### src/rtl/mul_div_seq_if.sv
// ---------------------------------------------------------------------------
// mul_div_seq_if
// Groups the operation request and result signals of the iterative
// multiply/divide unit into one bundle.
//   master : drives start, op_div, a, b; observes busy, done, hilo_we,
//            result, div_zero
//   slave  : the mul_div_seq unit itself
// Signals:
//   start     operation request, sampled only while the unit is idle
//   op_div    0 = multiply, 1 = divide (sampled with start)
//   a, b      two's complement operands
//   busy      high whenever the unit is not idle
//   done      one-cycle completion pulse
//   hilo_we   copy of done, load enable for the HI/LO register pair
//   result    {HI, LO}
//   div_zero  divide-by-zero flag (always 0 unless detection is built in)
// ---------------------------------------------------------------------------
`timescale 1ns/1ps

interface mul_div_seq_if #(parameter int WIDTH = 32);
  logic               start;
  logic               op_div;
  logic [WIDTH-1:0]   a;
  logic [WIDTH-1:0]   b;
  logic               busy;
  logic               done;
  logic               hilo_we;
  logic [2*WIDTH-1:0] result;
  logic               div_zero;

  modport master (
    output start, op_div, a, b,
    input  busy, done, hilo_we, result, div_zero
  );

  modport slave (
    input  start, op_div, a, b,
    output busy, done, hilo_we, result, div_zero
  );
endinterface

### src/rtl/mul_div_seq.sv
// ---------------------------------------------------------------------------
// mul_div_seq
// Iterative signed WIDTH x WIDTH multiply and WIDTH / WIDTH divide. It is the
// writer side of the 64-bit HI/LO register: result carries {HI, LO} and
// hilo_we pulses for one cycle when a new value is ready.
//   Multiply : result = full signed product
//   Divide   : result = {remainder, quotient}, truncating division
//              (the remainder takes the dividend's sign)
// Sequence: IDLE -> PREP -> ITER (WIDTH cycles) -> FIX -> DONE -> IDLE
//
// Ports:
//   clk  rising-edge system clock
//   clr  asynchronous active-high reset
//   bus  mul_div_seq_if.slave (start/op_div/a/b in; busy/done/hilo_we/
//        result/div_zero out)
//
// Build option:
//   MULDIV_DIVZERO_DETECT_EN  when defined, a divide by zero skips the loop,
//   returns {a, all ones} straight from PREP and raises div_zero until the
//   next operation starts. When undefined div_zero is tied low and a divide
//   by zero runs the normal restoring loop.
// ---------------------------------------------------------------------------
`timescale 1ns/1ps

module mul_div_seq #(
  parameter int WIDTH = 32
) (
  input  logic          clk,
  input  logic          clr,
  mul_div_seq_if.slave  bus
);

  localparam int CNT_W = $clog2(WIDTH);

  typedef enum logic [2:0] {
    IDLE,
    PREP,
    ITER,
    FIX,
    DONE
  } state_t;

  state_t               state_q;
  logic                 opDiv_q;
  logic [WIDTH-1:0]     a_q;
  logic [WIDTH-1:0]     b_q;
  logic [WIDTH-1:0]     magA_q;
  logic [WIDTH-1:0]     magB_q;
  logic                 negQuo_q;
  logic                 negRem_q;
  logic [2*WIDTH-1:0]   acc_q;
  logic [CNT_W-1:0]     cnt_q;
  logic [2*WIDTH-1:0]   result_q;
  logic                 busy_q;
  logic                 done_q;
`ifdef MULDIV_DIVZERO_DETECT_EN
  logic                 divZero_q;
`endif

  logic [WIDTH-1:0]     absA;
  logic [WIDTH-1:0]     absB;
  logic [WIDTH:0]       mulSum;
  logic [WIDTH:0]       remShift;
  logic [WIDTH-1:0]     remSub;
  logic [2*WIDTH-1:0]   accStep_d;

  // Operand magnitudes; the most negative value maps onto 2^(WIDTH-1)
  // unsigned, which still fits in WIDTH bits.
  assign absA = a_q[WIDTH-1] ? -a_q : a_q;
  assign absB = b_q[WIDTH-1] ? -b_q : b_q;

  // One iteration of the loop on the shared 2*WIDTH accumulator.
  // Multiply: acc = {partial product, remaining multiplier bits}; add the
  // multiplicand into the top half when the multiplier LSB is set, keeping
  // the carry so the right shift does not lose it.
  // Divide: acc = {remainder, quotient}; shift left, and if the shifted
  // remainder covers the divisor subtract it and shift a 1 into the quotient.
  // The shifted remainder keeps its carry-out bit so the compare stays exact.
  always_comb begin
    accStep_d = acc_q;
    mulSum    = {1'b0, acc_q[2*WIDTH-1:WIDTH]} + {1'b0, magA_q};
    remShift  = acc_q[2*WIDTH-1:WIDTH-1];
    remSub    = remShift[WIDTH-1:0] - magB_q;
    if (opDiv_q) begin
      if (remShift >= {1'b0, magB_q}) begin
        accStep_d = {remSub, acc_q[WIDTH-2:0], 1'b1};
      end else begin
        accStep_d = {remShift[WIDTH-1:0], acc_q[WIDTH-2:0], 1'b0};
      end
    end else if (acc_q[0]) begin
      accStep_d = {mulSum, acc_q[WIDTH-1:1]};
    end else begin
      accStep_d = {1'b0, acc_q[2*WIDTH-1:1]};
    end
  end

  // Control state machine with registered outputs. done is a default-low
  // pulse raised only on the edge that enters DONE; result only changes on
  // that same edge and otherwise holds. A start seen outside IDLE is simply
  // dropped, so nothing is queued behind a running operation.
  always_ff @(posedge clk or posedge clr) begin
    if (clr) begin
      state_q   <= IDLE;
      opDiv_q   <= 1'b0;
      a_q       <= '0;
      b_q       <= '0;
      magA_q    <= '0;
      magB_q    <= '0;
      negQuo_q  <= 1'b0;
      negRem_q  <= 1'b0;
      acc_q     <= '0;
      cnt_q     <= '0;
      result_q  <= '0;
      busy_q    <= 1'b0;
      done_q    <= 1'b0;
`ifdef MULDIV_DIVZERO_DETECT_EN
      divZero_q <= 1'b0;
`endif
    end else begin
      done_q <= 1'b0;
      case (state_q)
        IDLE: begin
          if (bus.start) begin
            a_q       <= bus.a;
            b_q       <= bus.b;
            opDiv_q   <= bus.op_div;
            busy_q    <= 1'b1;
`ifdef MULDIV_DIVZERO_DETECT_EN
            divZero_q <= 1'b0;
`endif
            state_q   <= PREP;
          end
        end

        // The upper half of the accumulator starts at zero; the lower half
        // holds the multiplier (multiply) or the dividend (divide).
        PREP: begin
          magA_q   <= absA;
          magB_q   <= absB;
          negQuo_q <= a_q[WIDTH-1] ^ b_q[WIDTH-1];
          negRem_q <= a_q[WIDTH-1];
          cnt_q    <= '0;
          acc_q    <= opDiv_q ? {{WIDTH{1'b0}}, absA} : {{WIDTH{1'b0}}, absB};
          state_q  <= ITER;
`ifdef MULDIV_DIVZERO_DETECT_EN
          if (opDiv_q && (b_q == '0)) begin
            result_q  <= {a_q, {WIDTH{1'b1}}};
            divZero_q <= 1'b1;
            done_q    <= 1'b1;
            state_q   <= DONE;
          end
`endif
        end

        ITER: begin
          acc_q <= accStep_d;
          cnt_q <= cnt_q + CNT_W'(1);
          if (cnt_q == CNT_W'(WIDTH - 1)) begin
            state_q <= FIX;
          end
        end

        // Restore signs: product and quotient follow a^b, the remainder
        // follows the dividend.
        FIX: begin
          if (opDiv_q) begin
            result_q <= {negRem_q ? -acc_q[2*WIDTH-1:WIDTH] : acc_q[2*WIDTH-1:WIDTH],
                         negQuo_q ? -acc_q[WIDTH-1:0]       : acc_q[WIDTH-1:0]};
          end else begin
            result_q <= negQuo_q ? -acc_q : acc_q;
          end
          done_q  <= 1'b1;
          state_q <= DONE;
        end

        DONE: begin
          busy_q  <= 1'b0;
          state_q <= IDLE;
        end

        default: begin
          busy_q  <= 1'b0;
          state_q <= IDLE;
        end
      endcase
    end
  end

  assign bus.busy    = busy_q;
  assign bus.done    = done_q;
  assign bus.hilo_we = done_q;
  assign bus.result  = result_q;
`ifdef MULDIV_DIVZERO_DETECT_EN
  assign bus.div_zero = divZero_q;
`else
  assign bus.div_zero = 1'b0;
`endif

endmodule

### src/flat_wrapper.sv
// flat-port wrapper written by rule: the top's interface ports become plain ports
module mul_div_seq_flat 
#(
  parameter int WIDTH = 32
)
  (clk, clr, bus_start, bus_op_div, bus_a, bus_b, bus_busy, bus_done, bus_hilo_we, bus_result, bus_div_zero);
  mul_div_seq_if #(.WIDTH(WIDTH)) bus_i ();
  input  logic clk;
  input  logic clr;
  input wire logic [$bits(bus_i.start)-1:0] bus_start;
  input wire logic [$bits(bus_i.op_div)-1:0] bus_op_div;
  input wire logic [$bits(bus_i.a)-1:0] bus_a;
  input wire logic [$bits(bus_i.b)-1:0] bus_b;
  output wire logic [$bits(bus_i.busy)-1:0] bus_busy;
  output wire logic [$bits(bus_i.done)-1:0] bus_done;
  output wire logic [$bits(bus_i.hilo_we)-1:0] bus_hilo_we;
  output wire logic [$bits(bus_i.result)-1:0] bus_result;
  output wire logic [$bits(bus_i.div_zero)-1:0] bus_div_zero;
  assign bus_i.start = bus_start;
  assign bus_i.op_div = bus_op_div;
  assign bus_i.a = bus_a;
  assign bus_i.b = bus_b;
  assign bus_busy = bus_i.busy;
  assign bus_done = bus_i.done;
  assign bus_hilo_we = bus_i.hilo_we;
  assign bus_result = bus_i.result;
  assign bus_div_zero = bus_i.div_zero;
  mul_div_seq #(.WIDTH(WIDTH)) u_core (.clk(clk), .clr(clr), .bus(bus_i));
endmodule
### config.mk
export PLATFORM = sky130hd
export DESIGN_NAME = mul_div_seq_flat
export DESIGN_NICKNAME = d
export VERILOG_FILES = /design/src/rtl/mul_div_seq_if.sv /design/src/rtl/mul_div_seq.sv /design/src/flat_wrapper.sv
export SDC_FILE = /design/constraint.sdc
export NUM_CORES = 1
export LEC_CHECK = 0
export CORE_UTILIZATION = 56
export DETAILED_ROUTE_END_ITERATION = 10
export DONT_BUFFER_PORTS = 1
export GPL_TIMING_DRIVEN = 1
export PLACE_DENSITY = 0.71
export SYNTH_ARGS = -nofsm -noshare
export SYNTH_HDL_FRONTEND = slang
export SYNTH_SLANG_ARGS = --single-unit
### constraint.sdc
create_clock -name clk -period 11.2 [get_ports clk]
set_clock_uncertainty 0.15 [all_clocks]
set_input_delay 1.12 -clock clk [delete_from_list [all_inputs] [get_ports clk]]
set_output_delay 1.12 -clock clk [all_outputs]
set_load 0.03 [all_outputs]
==> results_dict.tcl <==
set metrics [dict create \
    fin_crit_ns 4.30 \
    clk_pin_slew_ns 0.06 \
    rsz0062_at_grt "false" \
    grt-ovfl-total 0 \
    worstHoldPathType "flip-flop to flip-flop" \
    worstMarginPinSlew_ns 1.12 \
    cts_root_buf "clkbuf_16" \
    syn_to_final_growth_pct 6.85 \
    fp-row-count 64 \
    ys_warn_count 0 \
    ys_types 83 \
    synthCells 2043 \
    core-area_um2 30800 \
    die_x_um 180 \
    place.gp.congestion 0.960 \
    ff2ff_path_depth 11 \
    finalHoldViolations 0 \
    cts_tree "done" \
    synthFlopType "dfrtp_1" \
    cts_buffer_depth 3 \
    cts_buffers 30 \
    drive_gt1_frac 0.0814 \
    timing.rr.start "u_core.acc_q[51]$_DFFE_PP0P_" \
    grt_pass1_wl_um 85900 \
    slew_headroom 0.255 \
    cts_sinks 269 \
    netlist_area_um2 17700 \
    whs_path_depth 2 \
    worstSetupStartpoint "u_core.acc_q[51]$_DFFE_PP0P_" \
    initial_core_util 0.574 \
    async_flop_share 1.00 \
    pin_count 136 \
    placement.io_buffers 0 \
    grt_usage 0.341 \
    finalSetupTns_ns 0 \
    drt_iter0_markers 1613 \
    grt_pass1_vias 14400 \
    grt_max_degree 171 \
    end_kind "flip-flop" \
    clock.fmax_ghz 0.233 \
    critPathRequiredTime_ns 11.50 \
    fp.dieArea_um2 32300 \
    insertion_delay_ns 0.58 \
    wl_um 55800 \
    routed_via_density 6.45 \
    synth-seq-area-share 0.380 \
    cts_resized 0 \
    timing.hold.ws_ns 0.331 \
    drv_cap 0 \
    status "finished, violations left" \
    syn-num-nets 2183 \
    first_pass_iters 9 \
    drc 12 \
    violations "design-rule violations" \
    worstPathMaxFanout 18 \
    synth_edf_count 0 \
    drv_slew 0 \
    min-delay-start "u_core.magB_q[18]$_DFFE_PP0P_" \
    cp.arrival_ns 4.60 \
    synth_area_per_cell_um2 8.66 \
    cts_setup_buffers 0 \
    cts_hold_buf 0 \
    h-tree-depth 1 \
    fin_nets 2097 \
    antenna_cells 0 \
    vias 15300 \
    ant_nets 0 \
    die_y_um 180 \
    antenna_found_initial 0 \
    post_drt_wl_per_cell_um 23.5 \
    path_class "flip-flop to flip-flop" \
    startpoint_type "flip-flop" \
    post-route-period-util 0.384 \
    setup_viol 0 \
    hpwlAfterDp_um 42000 \
    synth_seq_cells 269 \
]
[layout make-up]
class	instances	area, µm²
fillers	2655	11900
multi-input cells	1568	10200
flip-flops and latches	269	6740
clock buffers	48	948
well taps	396	495
inverters	65	251
repair buffers	23	185
clock inverters	5	100
[final timing paths]
check	endpoint	slack [ns]
worst max-delay path	u_core.acc_q[46]$_DFFE_PP0P_	6.90
worst min-delay path	u_core.magB_q[18]$_DFFE_PP0P_	0.33
worst max register to register	u_core.acc_q[46]$_DFFE_PP0P_	6.90
worst min register to register	u_core.magB_q[18]$_DFFE_PP0P_	0.33
max in group asynchronous	u_core.opDiv_q$_DFFE_PP0P_	9.06
min in group asynchronous	u_core.b_q[21]$_DFFE_PP0P_	0.34
[per-stage QoR]
step	util	cell area [µm²]	instances	setup WS, ns
finish	0.613	18900	2374	6.90
global route	0.613	18900	2374	6.75
CTS	0.613	18900	2374	6.95
detailed placement	0.579	17900	2321	6.95
global placement	0.579	17900	2321	7.05
floorplan	-	17700	2043	2.52
[synthesized netlist by cell type, types with 11 or more instances]
| cell type | count | area [µm²] |
|---|---|---|
| nor2_1 | 94 | 353 |
| nor4_1 | 14 | 87.6 |
| nor2b_1 | 12 | 75.1 |
| inv_1 | 64 | 240 |
| o31ai_1 | 27 | 203 |
| and3_1 | 14 | 87.6 |
| clkbuf_1 | 126 | 473 |
| a211oi_1 | 15 | 113 |
| nor3_1 | 33 | 165 |
| mux2i_1 | 44 | 440 |
| mux2_2 | 65 | 732 |
| o221ai_1 | 26 | 228 |
| a31oi_1 | 21 | 131 |
| a21oi_1 | 119 | 596 |
| o41ai_1 | 11 | 96.3 |
| o211ai_1 | 32 | 240 |
| nand3_1 | 35 | 175 |
| nand2_1 | 312 | 1170 |
| or4_1 | 11 | 82.6 |
| o21ai_0 | 230 | 1150 |
| xnor2_1 | 89 | 780 |
| xor2_1 | 84 | 736 |
| o21ai_1 | 20 | 100 |
| or3_1 | 14 | 87.6 |
| nand4_1 | 19 | 119 |
| ha_1 | 70 | 876 |
| dfrtp_1 | 269 | 6730 |
| a21o_1 | 26 | 195 |
[layout by cell type (no fill, tap or decap), types with 10 or more instances in the layout]
cell,n
mux2_2,65
o21a_1,10
nand3_1,35
nor2b_1,12
o21ai_0,230
o211ai_1,32
nor3_1,32
nand2b_1,10
o21ai_1,20
a21oi_1,119
or4_1,11
a31oi_1,21
clkbuf_8,13
nor4_1,14
xor2_1,84
dfrtp_1,268
clkbuf_16,30
a211oi_1,15
a21o_1,26
o221ai_1,26
nand2_1,312
buf_4,22
or3_1,14
o41ai_1,11
nor2_1,93
o31ai_1,27
ha_1,70
inv_1,63
mux2i_1,44
xnor2_1,89
nand4_1,19
and3_1,14
[worst max-delay path, stage by stage, from the launching register on]
cell,delay (ns)
dfrtp_1,0.74
ha_1,0.43
a21oi_1,0.22
o21a_1,0.18
nor2_1,0.06
a311oi_1,0.59
inv_1,0.13
o21ai_1,0.14
buf_4,0.23
nand2_1,0.50
mux2_2,0.47
a221o_1,0.33
[per-layer routing]
layer | global-route usage | wire length, µm | vias to the layer above
li1 | - | - | 7134
met1 | 0.496 | 24600 | 7375
met2 | 0.531 | 24800 | 723
met3 | 0.0470 | 4740 | 81
met4 | 0.0993 | 1550 | 0
met5 | 0 | 0 | -
[flip-flops by register name, summed over array words and instances (netlist names)]
register / flops
u_core.acc_q: 64
u_core.bus.result: 64
u_core.a_q: 32
u_core.b_q: 32
u_core.magA_q: 32
u_core.magB_q: 32
u_core.cnt_q: 5
u_core.state_q: 3
u_core.bus.busy: 1
u_core.bus.done: 1
u_core.negQuo_q: 1
u_core.negRem_q: 1
u_core.opDiv_q: 1
[cell families (layout without fill, tap and decap cells)]
group                      count (synthesis)  count (layout)  share of synthesized area
AOI/OAI and AO/OA                        611             611                      0.215
and+or+nand+nor                          602             602                      0.156
DFF                                      269             269                      0.380
buffers and inverters                    206             141                     0.0448
xor gates and xnor gates                 173             173                     0.0856
muxes                                    109             109                     0.0663
adders and majority gates                 72              72                     0.0518
other                                      1               1                   0.000212
Power is left out: the tool's default activity adds up to more than one toggle a clock period on the data nets, which glitch-free logic cannot reach.
==> RTL change, RTL diff (same settings) <==
`WIDTH` is set to 32 in 3 places; all go to 16.
--- a/src/rtl/mul_div_seq_if.sv
+++ b/src/rtl/mul_div_seq_if.sv
@@ -19,3 +19,3 @@
 
-interface mul_div_seq_if #(parameter int WIDTH = 32);
+interface mul_div_seq_if #(parameter int WIDTH = 16);
   logic               start;
--- a/src/rtl/mul_div_seq.sv
+++ b/src/rtl/mul_div_seq.sv
@@ -25,3 +25,3 @@
 module mul_div_seq #(
-  parameter int WIDTH = 32
+  parameter int WIDTH = 16
 ) (
--- a/src/flat_wrapper.sv
+++ b/src/flat_wrapper.sv
@@ -3,3 +3,3 @@
 #(
-  parameter int WIDTH = 32
+  parameter int WIDTH = 16
 )
Ports: changed (resized bus_a, bus_b and bus_result); port bits go from 136 to 72. The function was not compared with the original's and may differ.
==> RTL change against the unedited design <==
  * First-iteration DRC count decreased by 65%
  * Count of clock-buffer cells in the layout down 23
  * Synthesized area fell by 50%
  * Sequential cell count is 129 lower
  * Design area down 50%
  * Via count down 53%
  * Non-clock buffer count is 17 lower
  * Wire length down 60%
  * Global-route usage is 5.4 points lower
  * Setup slack better by 0.44 ns
==> RTL change: results (changes against the unedited design) <==
| Metric | Value |
|---|---|
| CTS H-tree lvls | 4 (+3) |
| Post-synthesis mux area share | 0.0793 (+0.0130) |
| Via-to-Cell Ratio | 6.11 (-5.3%) |
| Detailed placer's ending HPWL | 16,200 um (-61%) |
| Seq/Total Area, Yosys | 0.396 (+0.0153) |
| Worst reg-to-reg setup slack | 7.34 ns (+0.44 ns) |
| Mapped Avg Cell Area | 9.07 um2 (+4.7%) |
| CP max FO | 15 (-3) |
| Placer Congestion | 0.998 (+4.0%) |
| Area Growth Syn to Fin | 7.32% |
| Clk_lat worst skew | 0.43 ns (-0.15 ns) |
| CTS clock-pin slew for the worst setup and hold paths | 0.06 ns (about the same) |
| Adder-Cell Fraction of Synth Area | 0.0568 (+0.00505) |
| XOR/XNOR Fraction of Synth Area | 0.0732 (-0.0124) |
| Via count | 7,132 (-53%) |
| Share of cells above drive strength 1 | 0.0909 (+0.00951) |
| Status | complete, no violations |
| CTS Buffer Depth | 2 (-1) |
| Top post-synthesis cells by area | dfrtp_1 (40%), o21ai_0 (6.0%), nand2_1 (6.0%) |
| First-pass GRT wire length | 36,000 um (-58%) |
| Nets | 1,020 (-51%) |
| Slowest CP cell | and2_1 |
| Slew @ Worst Pin | 0.941 ns (-0.176 ns) |
| GRT Overall Usage | 0.288 (-0.0535) |
| First-pass detailed-route iteration total | 5 (-4) |
| CTS buffer count | 17 (-43%) |
| Synth cell types | 66 (-20%) |
| Dpl cell area | 0.00894 mm2 (-50%) |
| Number of global-route vias before repair | 6,725 (-53%) |
RTL change: cell count changes after synthesis, sizes merged, moves of 38 or more:
cell | unedited run | this run
nand2 | 312 | 141
o21ai | 251 | 113
dfrtp | 269 | 140
a21oi | 119 | 33
clkbuf | 126 | 44
xnor2 | 89 | 28
nor2 | 94 | 44
xor2 | 84 | 46
RTL change: stage by stage:
step | worst slack (ns) | hold WS [ns] | util | total power [W]
after CTS | 7.36 | 0.334 | 0.620 | 0.00351
after floorplan | 6.18 | 0.299 | - | 0.00249
after global placement | 7.48 | 0.311 | 0.584 | 0.00293
after detailed placement | 7.40 | 0.322 | 0.584 | 0.00296
final | 7.34 | 0.327 | 0.620 | 0.00352
after global routing | 7.10 | 0.357 | 0.620 | 0.00377
RTL change: path summary, 6_finish.rpt:
path / to / start / cells after the start
setup / recovery: u_core.acc_q[21] / u_core.acc_q[22] / 8
hold / removal: u_core.magB_q[6] / u_core.magB_q[6] / 2
setup reg to reg: u_core.acc_q[21] / u_core.acc_q[22] / 8
hold reg to reg: u_core.magB_q[6] / u_core.magB_q[6] / 2
max in group asynchronous: u_core.acc_q[12] / clr / 2
min in group asynchronous: u_core.magA_q[8] / clr / 1
RTL change: critical path: cells and delay by family, from the launching register on:
| kind | cells | cell delay, ns |
|---|---|---|
| AOI/OAI and AO/OA | 4 | 1.53 |
| adders and majority gates | 1 | 0.43 |
| DFF | 1 | 0.51 |
| muxes | 1 | 0.41 |
| and+or+nand+nor | 2 | 0.73 |
RTL change: logic make-up after synthesis:
family,after synthesis
simple gates,292
fa+ha+maj,39
xor+xnor,74
flops,140
buf+inv,97
other cells,1
compound gates,267
mux,66
RTL change: metal layers:
layer  GRT usage  vias up  part of all wire
met5           0        -                 0
met4       0.120        0             0.028
met3      0.0538       40             0.063
met2       0.445      255              0.45
met1       0.398     3403              0.46
li1            -     3434                 -
RTL change: layout make-up:
type                    count  area, um2
well taps                 211        264
clock buffers              25        495
clock inverters             6       61.3
repair buffers              6       45.0
multi-input cells         739       4970
flip-flops and latches    140       3500
inverters                  41        159
fillers                  1308       5810
RTL change: power by group through the flow:
stage	clock network, W	logic, W	registers (W)
after floorplan	0	0.00149	0.000998
after global placement	0	0.00180	0.00113
after detailed placement	0	0.00182	0.00114
after CTS	0.000542	0.00183	0.00113
after global routing	0.000565	0.00203	0.00117
final	0.000535	0.00185	0.00114
